==> config.mk <==
export PLATFORM = sky130hd
export DESIGN_NAME = atm_session_ctrl
export DESIGN_NICKNAME = d
export VERILOG_FILES = /design/src/rtl/atm_session_ctrl.sv
export SDC_FILE = /design/constraint.sdc
export NUM_CORES = 1
export LEC_CHECK = 0
export ABC_AREA = 1
export CORE_MARGIN = 3
export CORE_UTILIZATION = 55
export CTS_BUF_LIST = sky130_fd_sc_hd__clkbuf_8
export CTS_CLUSTER_DIAMETER = 200
export DETAILED_ROUTE_END_ITERATION = 16
export GPL_TIMING_DRIVEN = 0
export PLACE_DENSITY = 0.88
export SKIP_LAST_GASP = 1
export SLEW_MARGIN = 20
export SYNTH_ARGS = -nofsm -noshare
export SYNTH_HDL_FRONTEND = slang
export SYNTH_SLANG_ARGS = --single-unit
==> constraint.sdc <==
create_clock -name clk -period 2.2 [get_ports clk]
set_input_delay 0.55 -clock clk [delete_from_list [all_inputs] [get_ports clk]]
set_output_delay 0.55 -clock clk [all_outputs]
set_load 0.05 [all_outputs]
==> src/rtl/atm_session_ctrl.sv <==
// ATM session sequencer: card insert -> PIN -> auth -> menu -> op -> eject, with PIN lockout and idle timeout.
// Build option ATM_LOCKOUT_MEM_EN remembers the last locked account so re-inserting it goes straight to LOCKED.
module atm_session_ctrl #(
  parameter int TIMEOUT_CYCLES = 100,
  parameter int MAX_PIN_TRIES  = 3,
  parameter int ACC_W          = 12,
  parameter int PIN_W          = 4
) (
  input  logic             clk,
  input  logic             rst_n,
  input  logic             card_in,
  input  logic [ACC_W-1:0] acc_number,
  input  logic [PIN_W-1:0] pin,
  input  logic             pin_valid,
  input  logic [2:0]       menu_option,
  input  logic             menu_valid,
  output logic             lookup_req,
  output logic [ACC_W-1:0] lookup_acc,
  output logic [PIN_W-1:0] lookup_pin,
  input  logic             lookup_ack,
  input  logic             lookup_pass,
  output logic             op_req,
  output logic [2:0]       op_code,
  input  logic             op_ack,
  output logic             session_active,
  output logic             locked,
  output logic             timeout_evt,
  output logic             card_eject,
  output logic [2:0]       state
);

  typedef enum logic [2:0] {
    S_IDLE    = 3'd0,
    S_GET_PIN = 3'd1,
    S_AUTH    = 3'd2,
    S_MENU    = 3'd3,
    S_EXEC    = 3'd4,
    S_EJECT   = 3'd5,
    S_LOCKED  = 3'd6
  } state_e;

  localparam int TMR_W = (TIMEOUT_CYCLES > 2) ? $clog2(TIMEOUT_CYCLES) : 1;
  localparam logic [TMR_W-1:0] TMR_LAST = TMR_W'(TIMEOUT_CYCLES - 1);
  localparam logic [2:0]       TRIES_MAX = 3'(MAX_PIN_TRIES);

  state_e           state_q;
  logic             card_in_q;
  logic [TMR_W-1:0] timer_q;
  logic [TMR_W-1:0] timer_d;
  logic [2:0]       tries_q;
  logic [2:0]       tries_d;
  logic             lookup_req_q;
  logic [ACC_W-1:0] lookup_acc_q;
  logic [PIN_W-1:0] lookup_pin_q;
  logic             op_req_q;
  logic [2:0]       op_code_q;
  logic             session_active_q;
  logic             locked_q;
  logic             timeout_evt_q;
  logic             card_eject_q;

  logic card_rise;
  logic tmr_exp;
  logic menu_is_op;
  logic lock_hit;

  assign card_rise  = card_in & ~card_in_q;
  assign tmr_exp    = (timer_q == TMR_LAST);
  assign menu_is_op = (menu_option >= 3'd3);
  assign timer_d    = timer_q + TMR_W'(1);
  assign tries_d    = tries_q + 3'd1;

`ifdef ATM_LOCKOUT_MEM_EN
  logic [ACC_W-1:0] lock_acc_q;
  logic             lock_vld_q;

  assign lock_hit = lock_vld_q && (acc_number == lock_acc_q);

  // Remembers the account that exhausted its PIN tries; only reset forgets it.
  always_ff @(posedge clk or negedge rst_n) begin
    if (!rst_n) begin
      lock_acc_q <= '0;
      lock_vld_q <= 1'b0;
    end else if (state_q == S_AUTH && lookup_ack && !lookup_pass && tries_d == TRIES_MAX) begin
      lock_acc_q <= lookup_acc_q;
      lock_vld_q <= 1'b1;
    end
  end
`else
  assign lock_hit = 1'b0;
`endif

  always_ff @(posedge clk or negedge rst_n) begin
    if (!rst_n) begin
      state_q          <= S_IDLE;
      card_in_q        <= 1'b0;
      timer_q          <= '0;
      tries_q          <= '0;
      lookup_req_q     <= 1'b0;
      lookup_acc_q     <= '0;
      lookup_pin_q     <= '0;
      op_req_q         <= 1'b0;
      op_code_q        <= '0;
      session_active_q <= 1'b0;
      locked_q         <= 1'b0;
      timeout_evt_q    <= 1'b0;
      card_eject_q     <= 1'b0;
    end else begin
      card_in_q     <= card_in;
      timeout_evt_q <= 1'b0;
      card_eject_q  <= 1'b0;

      unique case (state_q)
        S_IDLE: begin
          tries_q <= '0;
          if (card_rise) begin
            lookup_acc_q <= acc_number;
            timer_q      <= '0;
            if (lock_hit) begin
              state_q      <= S_LOCKED;
              locked_q     <= 1'b1;
              card_eject_q <= 1'b1;
            end else begin
              state_q <= S_GET_PIN;
            end
          end
        end

        // A pin strobe beats a simultaneous timer expiry; card removal beats both.
        S_GET_PIN: begin
          if (!card_in) begin
            state_q <= S_IDLE;
          end else if (pin_valid) begin
            lookup_pin_q <= pin;
            lookup_req_q <= 1'b1;
            timer_q      <= '0;
            state_q      <= S_AUTH;
          end else if (tmr_exp) begin
            timeout_evt_q <= 1'b1;
            card_eject_q  <= 1'b1;
            state_q       <= S_EJECT;
          end else begin
            timer_q <= timer_d;
          end
        end

        S_AUTH: begin
          if (lookup_ack) begin
            lookup_req_q <= 1'b0;
            timer_q      <= '0;
            if (lookup_pass) begin
              tries_q <= '0;
              if (!card_in) begin
                state_q <= S_IDLE;
              end else begin
                state_q          <= S_MENU;
                session_active_q <= 1'b1;
              end
            end else begin
              tries_q <= tries_d;
              if (tries_d == TRIES_MAX) begin
                state_q      <= S_LOCKED;
                locked_q     <= 1'b1;
                card_eject_q <= 1'b1;
              end else if (!card_in) begin
                state_q <= S_IDLE;
              end else begin
                state_q <= S_GET_PIN;
              end
            end
          end
        end

        // Options 1 and 2 are ignored apart from restarting the idle timer.
        S_MENU: begin
          if (!card_in) begin
            state_q          <= S_IDLE;
            session_active_q <= 1'b0;
          end else if (menu_valid) begin
            timer_q <= '0;
            if (menu_is_op) begin
              op_code_q <= menu_option;
              op_req_q  <= 1'b1;
              state_q   <= S_EXEC;
            end else if (menu_option == 3'd0) begin
              card_eject_q     <= 1'b1;
              session_active_q <= 1'b0;
              state_q          <= S_EJECT;
            end
          end else if (tmr_exp) begin
            timeout_evt_q    <= 1'b1;
            card_eject_q     <= 1'b1;
            session_active_q <= 1'b0;
            state_q          <= S_EJECT;
          end else begin
            timer_q <= timer_d;
          end
        end

        // The datapath handshake always completes, even if the card was pulled mid-operation.
        S_EXEC: begin
          if (op_ack) begin
            op_req_q <= 1'b0;
            timer_q  <= '0;
            if (!card_in) begin
              state_q          <= S_IDLE;
              session_active_q <= 1'b0;
            end else begin
              state_q <= S_MENU;
            end
          end
        end

        S_EJECT: begin
          if (!card_in) begin
            state_q <= S_IDLE;
          end
        end

        S_LOCKED: begin
          if (!card_in) begin
            state_q  <= S_IDLE;
            locked_q <= 1'b0;
          end
        end

        default: begin
          state_q          <= S_IDLE;
          lookup_req_q     <= 1'b0;
          op_req_q         <= 1'b0;
          session_active_q <= 1'b0;
          locked_q         <= 1'b0;
        end
      endcase
    end
  end

  assign state          = state_q;
  assign lookup_req     = lookup_req_q;
  assign lookup_acc     = lookup_acc_q;
  assign lookup_pin     = lookup_pin_q;
  assign op_req         = op_req_q;
  assign op_code        = op_code_q;
  assign session_active = session_active_q;
  assign locked         = locked_q;
  assign timeout_evt    = timeout_evt_q;
  assign card_eject     = card_eject_q;

endmodule

==> results.md <==
- Tightest Pin Transition: 0.542 ns
- R2r setup slk: 0.49 ns
- Largest family of logic cells by synthesized area: simple AND/OR/NAND/NOR gates
- Input/output buffers: 54
- CTS tree: yes
- First-pass GRT wire length: 8700 um
- Starting DRT DRC Count: 175
- Fmax: 489 MHz
- Vias in the first global route: 1923
- Antenna viol nets, final: 0
- Syn avg cell area: 8.21 sq um
- Clock Pin Slew Worst Setup and Hold Paths: 0.08 ns
- Final nets: 358
- Die Wd: 69.0 um
- Top cell type's share of synthesized area: 44.7%
- Final slew viol count: 0
- Type of origin of the critical path: register
- CP bufs+invs: 1
- GP Congestion: 0.937
- Core area: 0.00374 sq mm
- Crit path max-delay family: buffers and inverters
- Crit path cell chain: clkdlybuf4s50_1
- Status: finished clean
- Std cell rows: 22
- Compound-Gate Fraction of Synth Area: 6.42%
- CTS root buf: clkbuf_8
- Place WS: 0.00191 ns
- Post-Synthesis Net Count: 296
- R2R cell count: 8
- Worst R2R End: state[1]$_DFFE_PN0P_
- Comb power frac: 54.6%
- DRC Markers: 0
- Relative slew slack: 63.8%
- TritonRoute pass-1 iters: 4
- Synthesis-to-finish area growth: 34.7%
- Synth area leaders: dfrtp_1 45%, nand2_1 13%, mux2_4 6.9%, inv_1 4.5%, nor2_1 3.6%
- Slowest CP cell: clkdlybuf4s50_1
- Critical path data arrival time: 1.50 ns
- Die area: 0.00476 sq mm
- Post-Syn Area: 0.00218 sq mm
- Final setup margin: 0.153 ns
- Worst-Skew Late Latency: 0.29 ns
- Distinct cells, synth: 30
- Max Fanout on Critical Path: 2
- Simple-gate area share of the yosys netlist: 29.6%
- Total wire length: 5180 um
- PwrDens: 1340 mW/mm^2
- Reg power frac: 27.7%
- Cell Area, Placed: 0.00281 sq mm
- Post-route cell area: 0.00294 sq mm
- Proportion of layout cells with a drive suffix above 1: 14.0%
- Max VDD drop: 848 uV
- WL/cell: 13.7 um
- Initial Util: 58.3%
- P_sw: 1.78 mW
- Lkg Pwr: 1.46 nW
- Synth Warn #: 0
- Ant diodes: 0
- Post-synthesis mux area share: 9.97%
- Clock Path Buffers: 2
- CTS H-tree lvls: 2
- Top cell type by total area after synthesis: dfrtp_1
- Num CTS Buffers: 5
- CP max stage delay: 0.82 ns
- Worst Path Required: 1.65 ns
- Switching share of power: 45.1%
- Max-cap violations: 0
- Overall Global Routing Usage: 22.7%
- Clock sink count: 39
- Final Cycle Share: 93.0%
- Largest net degree at the start of global routing: 24
- Int Power: 2.17 mW
- Critical path depth: 1
- Via density: 5.28
- CP Capture Type: output pin
- Hold Crit Class: in -> async
- Unrepaired setup endpoints after global routing: false
- Die H: 69.0 um
- Hpwl dp: 4100 um
- Layout Skew: 0.00823 ns
- Sequential share of the synthesized area: 44.7%
- Initial antenna violation count: 0
- Final setup fails: 0
- Crit path capture: lookup_acc[0]
- Flops & latches, synth: 39
- Critical Path Start: lookup_acc[0]$_DFFE_PN0P_
- Vias: 1990
- Post-Synthesis Cells: 266
- I/O pin count: 55
- Hold Fails Final Rpt: 0
- Postcts setup bufs: 0
- Kind of critical path: reg -> out
- GRT overflow: 0
- Adder-cell share of the synthesized area: 1.72%
- FF-to-FF Start: timer_q[0]$_DFFE_PN0P_
- XOR/XNOR Fraction of Synth Area: 0%
- Final min period: 2.05 ns
- Clk network pwr share: 17.7%
## synth_stat cells (all sizes together)
cell type / number
o21a: 1
mux2: 16
dfrtp: 39
o2111ai: 1
o21bai: 1
inv: 36
o22ai: 1
buf: 4
nand3: 16
ha: 3
nor3: 6
nand2: 82
o21ai: 16
nor2: 26
nand4: 9
a21oi: 6
and2: 1
nand3b: 2
## final cells by class
class                   instances  area, sq um
plain buffers                   4         31.3
clock buffers                   5         68.8
clock inverters                 3         63.8
fillers                       256          802
inverters                      36          135
multi-input cells             187         1040
flip-flops and latches         39          976
well taps                      48         60.1
repair buffers                 55          566
## how the worst min path moves through the flow
| stage | start | end | slack, ns | depth (start not counted) |
|---|---|---|---|---|
| 2_1_floorplan | rst_n | card_eject$_DFF_PN0_ | 0.25 | 0 |
| 3_3_place_gp | op_code[2]$_DFFE_PN0P_ | op_code[2]$_DFFE_PN0P_ | 0.46 | 2 |
| 3_5_place_dp | session_active$_DFFE_PN0P_ | session_active$_DFFE_PN0P_ | 0.46 | 2 |
| 4_1_cts | rst_n | timer_q[2]$_DFFE_PN0P_ | 0.19 | 1 |
| 5_1_grt | rst_n | timer_q[1]$_DFFE_PN0P_ | 0.20 | 1 |
| 6_report | rst_n | timer_q[2]$_DFFE_PN0P_ | 0.18 | 1 |
## registers in the layout, indices dropped and copies added (netlist names)
| signal | cells |
|---|---|
| session_active | 1 |
| lookup_pin | 4 |
| op_code | 3 |
| locked | 1 |
| state | 3 |
| timeout_evt | 1 |
| card_in_q | 1 |
| lookup_acc | 12 |
| card_eject | 1 |
| op_req | 1 |
| timer_q | 7 |
| lookup_req | 1 |
| tries_q | 3 |
## per-layer routing
metal	global-route usage [%]	wire length [um]	share of wire (%)	vias to the layer above
li1	-	-	-	986
met5	0	0	0	-
met4	9.76	123	2.4	0
met3	4.96	332	6.4	12
met1	29.4	2240	43	916
met2	36.7	2490	48	76
## through the flow
| stage | util (%) | setup TNS [ns] | power (mW) | hold slack, ns | instances |
|---|---|---|---|---|---|
| final | 78.6 | 0 | 3.95 | 0.184 | 377 |
| after global routing | 78.6 | 0 | 4.14 | 0.203 | 377 |
| after CTS | 78.5 | 0 | 3.96 | 0.188 | 377 |
| after detailed placement | 75.0 | 0 | 3.26 | 0.462 | 369 |
| after global placement | 74.4 | -13.78 | 3.20 | 0.457 | 368 |
| after floorplan | - | 0 | 2.57 | 0.254 | 266 |
## timing repair
action | in CTS | in global routing
hold buffers | 0 | 0
setup endpoints to repair | 0 | 1
gates resized for setup | 0 | 1
## power groups by stage
| stage | sequential, mW | clock, mW | combinational, mW |
|---|---|---|---|
| after global routing | 1.13 | 0.738 | 2.27 |
| after detailed placement | 1.11 | 0 | 2.15 |
| after CTS | 1.09 | 0.706 | 2.16 |
| final | 1.09 | 0.699 | 2.15 |
| after global placement | 1.09 | 0 | 2.11 |
| after floorplan | 1.84 | 0 | 0.726 |
## cell families (layout without fill, tap and decap cells)
family                     count (synthesis)  in the layout
muxes                                     16             16
AOI/OAI and AO/OA                         26             26
buffers and inverters                     40            103
adders and majority gates                  3              3
and+or+nand+nor                          142            142
DFF                                       39             39
## layout by cell type (no fill, tap or decap), types with 2 or more instances in the layout
cell	synthesis	final
nand3_1	15	15
buf_2	1	2
nor2_4	3	3
inv_2	10	10
clkbuf_8	0	5
clkdlybuf4s50_1	0	52
nand3b_1	2	2
mux2_4	10	10
nand2_1	78	78
nand4_1	9	9
mux2_2	2	2
nor2_2	2	2
o21ai_0	6	6
ha_1	3	3
nor2_1	21	21
a21oi_1	6	6
inv_1	26	27
o21ai_1	10	10
dfrtp_1	39	39
bufinv_16	0	2
mux2_1	4	4
buf_4	2	2
nor3_1	5	5
nand2_2	3	3
(Power assumes the default switching activity.)
